`config.mk`:
```
export PLATFORM = sky130hd
export DESIGN_NAME = display_scan_ctrl
export DESIGN_NICKNAME = d
export VERILOG_FILES = /design/src/rtl/display_scan_ctrl.sv
export SDC_FILE = /design/constraint.sdc
export NUM_CORES = 1
export LEC_CHECK = 0
export CORE_UTILIZATION = 30
export DETAILED_ROUTE_END_ITERATION = 10
export RECOVER_POWER = 100
export SLEW_MARGIN = 20
export SYNTH_ARGS = -nofsm -noshare
export SYNTH_HDL_FRONTEND = slang
export SYNTH_SLANG_ARGS = --single-unit
```
`constraint.sdc`:
```
create_clock -name clk -period 4.5 [get_ports clk]
set_input_delay 1.35 -clock clk [delete_from_list [all_inputs] [get_ports clk]]
set_output_delay 1.35 -clock clk [all_outputs]
set_load 0.01 [all_outputs]
```
`src/rtl/display_scan_ctrl.sv`:
```
// Refresh scan sequencer for a 4-digit multiplexed 7-segment display.
// BCD words are double-buffered and only swapped in at frame boundaries, so a frame never shows two different values.
module display_scan_ctrl #(
  parameter int REFRESH_DIV = 27000
) (
  input  logic        clk,
  input  logic        rst,
  input  logic [15:0] bcd_in,
  input  logic        bcd_valid,
  output logic        bcd_ready,
  input  logic        blank_en,
  output logic [3:0]  sel,
  output logic [15:0] cdu_out,
  output logic [3:0]  an_n,
  output logic        frame_start
);

  localparam int PW = $clog2(REFRESH_DIV + 1);
  localparam logic [PW-1:0] LAST = PW'(REFRESH_DIV - 1);

  typedef enum logic [3:0] {
    UNI = 4'b0001,
    DEC = 4'b0010,
    CEN = 4'b0100,
    MIL = 4'b1000
  } scan_e;

  scan_e         sel_q, sel_d;
  logic [PW-1:0] presc_q, presc_d;
  logic [15:0]   shadow_q;
  logic [15:0]   cdu_q;
  logic          pending_q;
  logic          fs_q;
  logic          tick;
  logic          boundary;
  logic          accept;
  logic          blank;

  always_comb begin
    tick     = (presc_q == LAST);
    presc_d  = tick ? '0 : presc_q + 1'b1;
    boundary = tick && (sel_q == MIL);
    accept   = bcd_valid && !pending_q;
  end

  // Any non-one-hot state falls back to the units digit on the next clock.
  always_comb begin
    sel_d = UNI;
    case (sel_q)
      UNI:     sel_d = tick ? DEC : UNI;
      DEC:     sel_d = tick ? CEN : DEC;
      CEN:     sel_d = tick ? MIL : CEN;
      MIL:     sel_d = tick ? UNI : MIL;
      default: sel_d = UNI;
    endcase
  end

  // Accept and frame swap are mutually exclusive: accept needs pending low, swap needs it high.
  always_ff @(posedge clk) begin
    if (rst) begin
      presc_q   <= '0;
      sel_q     <= UNI;
      shadow_q  <= '0;
      cdu_q     <= '0;
      pending_q <= 1'b0;
      fs_q      <= 1'b0;
    end else begin
      presc_q <= presc_d;
      sel_q   <= sel_d;
      fs_q    <= boundary;
      if (accept) begin
        shadow_q  <= bcd_in;
        pending_q <= 1'b1;
      end else if (boundary && pending_q) begin
        cdu_q     <= shadow_q;
        pending_q <= 1'b0;
      end
    end
  end

  // Leading-zero blanking: a digit is dark when it and every higher digit are zero.
  always_comb begin
    blank = 1'b0;
    case (sel_q)
      MIL:     blank = (cdu_q[15:12] == 4'h0);
      CEN:     blank = (cdu_q[15:8] == 8'h00);
      DEC:     blank = (cdu_q[15:4] == 12'h000);
      default: blank = 1'b0;
    endcase
    an_n = (blank_en && blank) ? 4'hF : ~sel_q;
  end

  assign sel         = sel_q;
  assign cdu_out     = cdu_q;
  assign bcd_ready   = ~pending_q;
  assign frame_start = fs_q;

endmodule

```
==> results of run 1 <==
cells by family (layout without fill, tap and decap cells):
logic type               count (synthesis)  count (layout)  share of synthesized area
AO/OA/AOI/OAI                           21              21                     0.0584
XOR/XNOR                                13              13                     0.0501
adder cells (fa/ha/maj)                  1               1                    0.00551
buffers and inverters                   16              58                     0.0314
flip-flops                              53              53                      0.467
multiplexers                            18              18                     0.0793
AND/OR/NAND/NOR                        132             132                      0.308
worst paths after layout:
| kind | startpoint | to | cells past startpoint |
|---|---|---|---|
| max | blank_en | an_n[2] | 4 |
| min | shadow_q[9] | shadow_q[9] | 2 |
| max reg2reg | presc_q[0] | cdu_out[3] | 5 |
| min reg2reg | shadow_q[9] | shadow_q[9] | 2 |
power groups by stage:
stage	Clock, mW	Sequential (mW)	Combinational [mW]
2_1_floorplan	0	0.496	0.0323
3_3_place_gp	0	0.497	0.0573
3_5_place_dp	0	0.497	0.0581
4_1_cts	0.285	0.486	0.0583
5_1_grt	0.301	0.488	0.0640
6_report	0.271	0.486	0.0569
placed cells by master, fill, tap and decap left out, types with 5 or more instances in the layout:
| cell | count |
|---|---|
| dfxtp_1 | 53 |
| nand2_1 | 41 |
| nand2b_1 | 33 |
| dlygate4sd3_1 | 27 |
| nor2_1 | 18 |
| mux2i_1 | 18 |
| clkdlybuf4s50_1 | 18 |
| a21oi_1 | 16 |
| nor4_1 | 7 |
| xor2_1 | 7 |
| nand4_1 | 6 |
| nand3_1 | 6 |
| xnor2_1 | 6 |
| clkbuf_8 | 5 |
flip-flops by register name, indices dropped and copies added (netlist names):
signal and count:
pending_q 1, sel 4, cdu_out 16, shadow_q 16, frame_start 1, presc_q 15
worst min-delay path: cells and delay by family, from the launching register on:
| family | cells | cell delay [ps] |
|---|---|---|
| DFF | 1 | 320 |
| and+or+nand+nor | 1 | 50 |
| AOI/OAI and AO/OA | 1 | 50 |
layout make-up:
class | count | area [µm²]
Fill cell | 771 | 4420
Multi-Input combinational cell | 185 | 1130
Sequential cell | 53 | 1060
Timing Repair Buffer | 47 | 462
Tap cell | 99 | 124
Clock buffer | 5 | 68.8
Clock inverter | 3 | 21.3
Inverter | 3 | 11.3
routing by layer:
metal,wire length (µm),share of wire
met1,2420,0.51
met2,2030,0.42
met3,253,0.053
met4,74,0.016
met5,0,0
==> impl_metrics.csv, run 1 <==
group,metric,value,unit
status,outcome,"finished with violations",
status,failed_checks,"max-capacitance violations, max-slew violations",
timing,fmax,0.252,GHz
power_and_ir_drop,power_frac_comb,0.070,
clock_network,insertion_delay,310,ps
power_and_ir_drop,switching_power,0.194,mW
synthesis,ys_warn_count,0,
worst_setup_path,worstPathMaxFanout,2,
worst_setup_path,cp_cell_sequence,"clkdlybuf4s50_1 > nand4_1 > nand2_1 > dlygate4sd3_1",
worst_setup_path,max_stage_delay,600,ps
clock_network,root_buffer,"clkbuf_8",
synthesis,syn_nets,275,
clock_network,cts_made_buffers,5,
grt,grt_overflow_total,0,
synthesis,yosys_register_bits,53,
grt,grt_pass1_vias,1637,
timing,min_period_over_period,0.884,
synthesis,yosysTopAreaCellShare,0.467,
power_and_ir_drop,p_leak,1.02,nW
clock_network,clockBufferDepth,2,
power_and_ir_drop,p_int,0.621,mW
timing,rsz0062_at_grt,"false",
worst_setup_path,endpoint_kind,"primary output",
synthesis,synth_area,0.00227,mm²
synthesis,synth_top_flop_cell,"dfxtp_1",
grt,grt_pass1_wl,7690,µm
timing,finalCriticalPeriod,3980,ps
timing,finalSetupTns,0,ps
clock_network,postCtsSetupBuffers,0,
worst_setup_path,r2r_setup_slack,2040,ps
routing,wl_per_cell,12.1,µm
worst_setup_path,criticalPathCategory,"input port to primary output",
grt,grt_max_degree,56,
placement,dp_cells,387,
power_and_ir_drop,ir_drop,0.112,mV
synthesis,synth_commonest_cells,"dfxtp_1, nand2_1, nand2b_1, mux2i_1, nor2_1",
routing,drc_errors,0,
routing,first_pass_iters,4,
power_and_ir_drop,p_clk_frac,0.333,
grt,met2_usage,0.195,
timing,finClkSkew,13.9,ps
worst_setup_path,startpoint_type,"input port",
worst_setup_path,cp.arrival,2630,ps
floorplanning,dieHeight,89.0,µm
grt,antenna_found_initial,0,
timing,final_hold_viol_count,0,
placement,io_buffer_count,45,
finish,num-nets-final,316,
job,maxCapViolCount,1,
timing,finalMaxSlewViolations,56,
placement,hpwl,3240,µm
grt,grt_usage,0.127,
synthesis,yosysMostFrequentCell,"dfxtp_1",
finish,antenna_cells,0,
worst_setup_path,crit_family,"buffers and inverters",
synthesis,syn_inst,254,
synthesis,synth_cell_type_count,34,
floorplanning,rows,31,
synthesis,yosysTopAreaCell,"dfxtp_1",
routing,drt_iter0_drc,94,
finish,drive_gt1_frac,0.0372,
floorplanning,initial_core_util,0.312,
routing,vias_per_cell,4.56,
finish,final_cell_count_no_fill,395,
timing,worst_pin_slew,1900,ps
placement,pre_cts_slack,581,ps
placement,gp_congestion,0.771,
worst_setup_path,critPathBufInv,2,
clock_network,clk_pin_slew,100,ps
floorplanning,dieArea,0.00793,mm²
synthesis,ys_async_sr_fraction,0,
clock_network,clkSinkCount,53,
floorplanning,core,0.00729,mm²
grt,top_usage_layer,"met2",
min_path,hold_class,"flop to flop",
synthesis,yosys-top-cells-area,"dfxtp_1, nand2b_1, mux2i_1, nand2_1, a21oi_1",
worst_setup_path,critPathRequiredTime,3150,ps
power_and_ir_drop,p_sw_frac,0.238,
worst_setup_path,worst_path_max_delay_cell,"dlygate4sd3_1",
synthesis,syn_avg_cell_area,8.95,µm²
finish,fin_util,0.394,
routing,num_vias,1801,
routing,ant_nets,0,
floorplanning,die_x,89.0,µm
clock_network,cts_tree,"yes",
power_and_ir_drop,p_per_area,283,mW/mm²
finish,syn_to_final_growth,26.5,%
grt,met1_usage,0.171,
synthesis,synth-edff-count,0,
floorplanning,ios,46,
timing,setup_viol,0,
power_and_ir_drop,power.total,0.815,mW
clock_network,cts_hold_buf,0,
power_and_ir_drop,seqPwrFrac,0.597,
placement,place_area,0.00280,mm²
finish,final_area,0.00288,mm²
timing,slew_headroom,-0.266,
timing,fin_ws,524,ps
clock_network,htreeDepth,2,
timing,holdWs,461,ps
clock_network,ctsResizeCount,0,
routing,totalWireLength,4770,µm
grt,use_met3,0.0305,
synthesis,yosysSeqAreaShare,0.467,
Note: power is estimated with default switching activity, not from simulation.
==> run 2, diff against run 1 <==
CORE_ASPECT_RATIO = 0.8   (was unset)
==> impl_metrics.csv, run 2 (same netlist as run 1, synthesis figures left out) <==
group,metric,value,unit
timing,fmax,0.248,GHz
routing,vias_per_cell,4.67,
routing,totalWireLength,4730,µm
worst_setup_path,worstPathMaxFanout,2,
clock_network,clockBufferDepth,2,
placement,dp_cells,375,
placement,gp_congestion,0.733,
worst_setup_path,worst_path_max_delay_cell,"dlygate4sd3_1",
timing,finalMaxSlewViolations,55,
floorplanning,core,0.00709,mm²
timing,slew_headroom,-0.228,
timing,min_period_over_period,0.894,
worst_setup_path,cp_cell_sequence,"clkdlybuf4s50_1 > nand4_1 > nand2_1 > dlygate4sd3_1",
routing,drt_iter0_drc,51,
timing,setup_viol,0,
finish,final_area,0.00290,mm²
timing,finalSetupTns,0,ps
floorplanning,ios,46,
status,outcome,"finished with violations",
min_path,hold_class,"flop to flop",
grt,grt_overflow_total,0,
worst_setup_path,max_stage_delay,620,ps
routing,ant_nets,0,
timing,final_hold_viol_count,0,
finish,fin_util,0.409,
grt,grt_max_degree,55,
worst_setup_path,criticalPathCategory,"input port to primary output",
clock_network,clk_pin_slew,90,ps
finish,layout_commonest_cell,"dfxtp_1",
timing,finalCriticalPeriod,4020,ps
placement,hpwl,3310,µm
power_and_ir_drop,p_per_area,316,mW/mm²
timing,rsz0062_at_grt,"false",
finish,final_cell_mix,"dfxtp_1, nand2_1, nand2b_1",
clock_network,cts_hold_buf,0,
timing,fin_ws,476,ps
finish,final_cell_count_no_fill,383,
floorplanning,dieArea,0.00793,mm²
worst_setup_path,critPathRequiredTime,3150,ps
clock_network,cts_tree,"yes",
finish,drive_gt1_frac,0.0372,
placement,place_area,0.00279,mm²
power_and_ir_drop,ir_drop,0.182,mV
timing,finClkSkew,5.36,ps
routing,first_pass_iters,4,
clock_network,insertion_delay,300,ps
worst_setup_path,endpoint_kind,"primary output",
routing,drc_errors,0,
clock_network,htreeDepth,2,
clock_network,clkSinkCount,53,
grt,grt_pass1_wl,8010,µm
timing,worst_pin_slew,1840,ps
grt,antenna_found_initial,0,
floorplanning,dieHeight,79.8,µm
worst_setup_path,startpoint_type,"input port",
routing,num_vias,1787,
timing,holdWs,459,ps
routing,wl_per_cell,12.3,µm
finish,num-nets-final,316,
power_and_ir_drop,p_leak,1.04,nW
finish,syn_to_final_growth,27.8,%
clock_network,postCtsSetupBuffers,0,
grt,grt_pass1_vias,1707,
job,maxCapViolCount,1,
worst_setup_path,cp.arrival,2670,ps
clock_network,root_buffer,"clkbuf_8",
floorplanning,die_x,99.3,µm
placement,io_buffer_count,45,
power_and_ir_drop,power.total,0.918,mW
placement,pre_cts_slack,523,ps
floorplanning,initial_core_util,0.320,
grt,grt_usage,0.128,
clock_network,cts_made_buffers,5,
clock_network,ctsResizeCount,0,
status,failed_checks,"max-capacitance violations, max-slew violations",
floorplanning,rows,27,
finish,antenna_cells,0,
-- run 2: cell count changes in the layout (fill, tap and decap cells not counted) --
| cell | before | now |
|---|---|---|
| bufinv_16 | 0 | 2 |
| clkinvlp_4 | 1 | 0 |
| inv_6 | 1 | 0 |
-- run 2: final cells by class --
type                       count  area, µm²
timing repair buffer          47        462
clock inverter                 3       65.1
sequential                    53       1060
inverter                       3       11.3
clock buffer                   5       68.8
tap                           87        109
fill                         739       4190
multi-input combinational    185       1130
-- run 2: metal layers --
metal,GRT usage,up-vias,part of all wire
met3,0.0271,5,0.037
met2,0.208,36,0.45
met1,0.166,807,0.50
met4,0.0485,0,0.013
met5,0,-,0
li1,-,939,-
-- run 2: final timing paths --
| path | startpoint | end | slack, ps | depth (start not counted) |
|---|---|---|---|---|
| worst max-delay path | blank_en | an_n[1] | 480 | 4 |
| worst min-delay path | shadow_q[0] | shadow_q[0] | 460 | 2 |
| worst max register to register | presc_q[0] | sel[3] | 1970 | 5 |
| worst min register to register | shadow_q[0] | shadow_q[0] | 460 | 2 |
-- run 2: report_power, final --
group / internal (mW) / total [mW] / switching (mW) / leakage (nW)
logic: 0.0299 / 0.0562 / 0.0262 / 0.545
clock network: 0.221 / 0.376 / 0.155 / 0.0681
registers: 0.480 / 0.486 / 0.00667 / 0.430
total: 0.731 / 0.918 / 0.188 / 1.04
-- run 2: worst max-delay path: cells and delay by family --
| family | cells | cell delay (ps) |
|---|---|---|
| buf+inv | 2 | 1110 |
| simple gates | 2 | 220 |
==> run 3, diff against run 2 <==
CORE_ASPECT_RATIO = unset   (was 0.8)
REMOVE_ABC_BUFFERS = 1   (was unset)
clock period = 4.4 ns   (was 4.5 ns; I/O delays follow)
==> impl_metrics.csv, run 3 (same netlist as run 1, synthesis figures left out) <==
group,metric,value,unit
status,outcome,"finished with violations",
status,failed_checks,"max-capacitance violations, max-slew violations",
routing,vias_per_cell,4.49,
placement,place_area,0.00280,mm²
grt,grt_pass1_wl,7600,µm
clock_network,htreeDepth,2,
timing,setup_viol,0,
finish,layout_commonest_cell,"dfxtp_1",
floorplanning,dieArea,0.00793,mm²
worst_setup_path,criticalPathCategory,"input port to primary output",
clock_network,ctsResizeCount,0,
timing,final_hold_viol_count,0,
routing,ant_nets,0,
grt,grt_pass1_vias,1654,
timing,finalSetupTns,0,ps
power_and_ir_drop,switching_power,0.196,mW
grt,grt_overflow_total,0,
power_and_ir_drop,seqPwrFrac,0.526,
power_and_ir_drop,p_leak,1.04,nW
placement,hpwl,3140,µm
finish,final_cell_mix,"dfxtp_1, nand2_1, nand2b_1",
routing,num_vias,1772,
floorplanning,die_x,89.0,µm
power_and_ir_drop,p_clk_frac,0.414,
placement,pre_cts_slack,551,ps
timing,worst_pin_slew,1870,ps
finish,drive_gt1_frac,0.0304,
timing,finalMaxSlewViolations,18,
power_and_ir_drop,p_sw_frac,0.207,
clock_network,postCtsSetupBuffers,0,
job,maxCapViolCount,1,
timing,fmax,0.256,GHz
clock_network,root_buffer,"clkbuf_8",
timing,holdWs,459,ps
floorplanning,ios,46,
routing,first_pass_iters,4,
min_path,hold_class,"flop to flop",
timing,min_period_over_period,0.889,
worst_setup_path,worstPathMaxFanout,2,
floorplanning,dieHeight,89.0,µm
grt,grt_usage,0.123,
clock_network,clkSinkCount,53,
timing,finalCriticalPeriod,3910,ps
grt,antenna_found_initial,0,
power_and_ir_drop,power.total,0.945,mW
grt,grt_max_degree,42,
floorplanning,core,0.00729,mm²
clock_network,clk_pin_slew,90,ps
clock_network,cts_made_buffers,5,
worst_setup_path,endpoint_kind,"primary output",
worst_setup_path,cp.arrival,2590,ps
clock_network,clockBufferDepth,2,
clock_network,insertion_delay,300,ps
routing,drc_errors,0,
floorplanning,rows,31,
floorplanning,initial_core_util,0.312,
routing,drt_iter0_drc,77,
clock_network,cts_hold_buf,0,
finish,antenna_cells,0,
timing,finClkSkew,9.40,ps
timing,slew_headroom,-0.252,
power_and_ir_drop,ir_drop,0.154,mV
finish,syn_to_final_growth,28.1,%
power_and_ir_drop,p_per_area,325,mW/mm²
clock_network,cts_tree,"yes",
power_and_ir_drop,p_int,0.749,mW
routing,wl_per_cell,11.5,µm
finish,final_area,0.00291,mm²
timing,rsz0062_at_grt,"false",
timing,fin_ws,488,ps
worst_setup_path,critPathRequiredTime,3080,ps
worst_setup_path,startpoint_type,"input port",
routing,totalWireLength,4540,µm
placement,io_buffer_count,45,
power_and_ir_drop,power_frac_comb,0.060,
finish,num-nets-final,316,
placement,gp_congestion,0.734,
[run 3: per-layer routing]
| metal | track usage | share of wire | vias up | wire, µm |
|---|---|---|---|---|
| li1 | - | - | 938 | - |
| met1 | 0.165 | 0.51 | 800 | 2320 |
| met2 | 0.194 | 0.43 | 29 | 1970 |
| met3 | 0.0323 | 0.045 | 5 | 205 |
| met4 | 0.0390 | 0.011 | 0 | 50 |
| met5 | 0 | 0 | - | 0 |
[run 3: final cells by class]
type | count | area, µm²
clock buffer | 5 | 68.8
fill | 757 | 4380
tap | 99 | 124
clock inverter | 3 | 68.8
timing repair buffer | 47 | 458
inverter | 3 | 11.3
sequential | 53 | 1060
multi-input combinational | 185 | 1120
[run 3: critical path, cell delays in order]
cell             delay, ps
clkdlybuf4s50_1        480
nand4_1                100
nand2_1                100
dlygate4sd3_1          600
[run 3: worst paths after layout]
kind                     start            to  slack (ps)  cells past startpoint
setup / recovery      blank_en       an_n[1]         490                      4
hold / removal    shadow_q[14]  shadow_q[14]         460                      2
setup reg to reg    presc_q[0]    cdu_out[1]        1110                      5
hold reg to reg   shadow_q[14]  shadow_q[14]         460                      2
[run 3: power by group through the flow]
stage / combinational, mW / sequential [mW] / clock [mW]
after floorplan: 0.0266 / 0.507 / 0
after global placement: 0.0588 / 0.508 / 0
after detailed placement: 0.0592 / 0.508 / 0
after CTS: 0.0593 / 0.497 / 0.403
after global routing: 0.0642 / 0.499 / 0.423
final: 0.0568 / 0.497 / 0.391
[run 3: stage by stage]
stage                     utilization  instances
after floorplan                     -        241
after global placement          0.384        387
after detailed placement        0.384        387
after CTS                       0.403        395
after global routing            0.399        395
final                           0.399        395
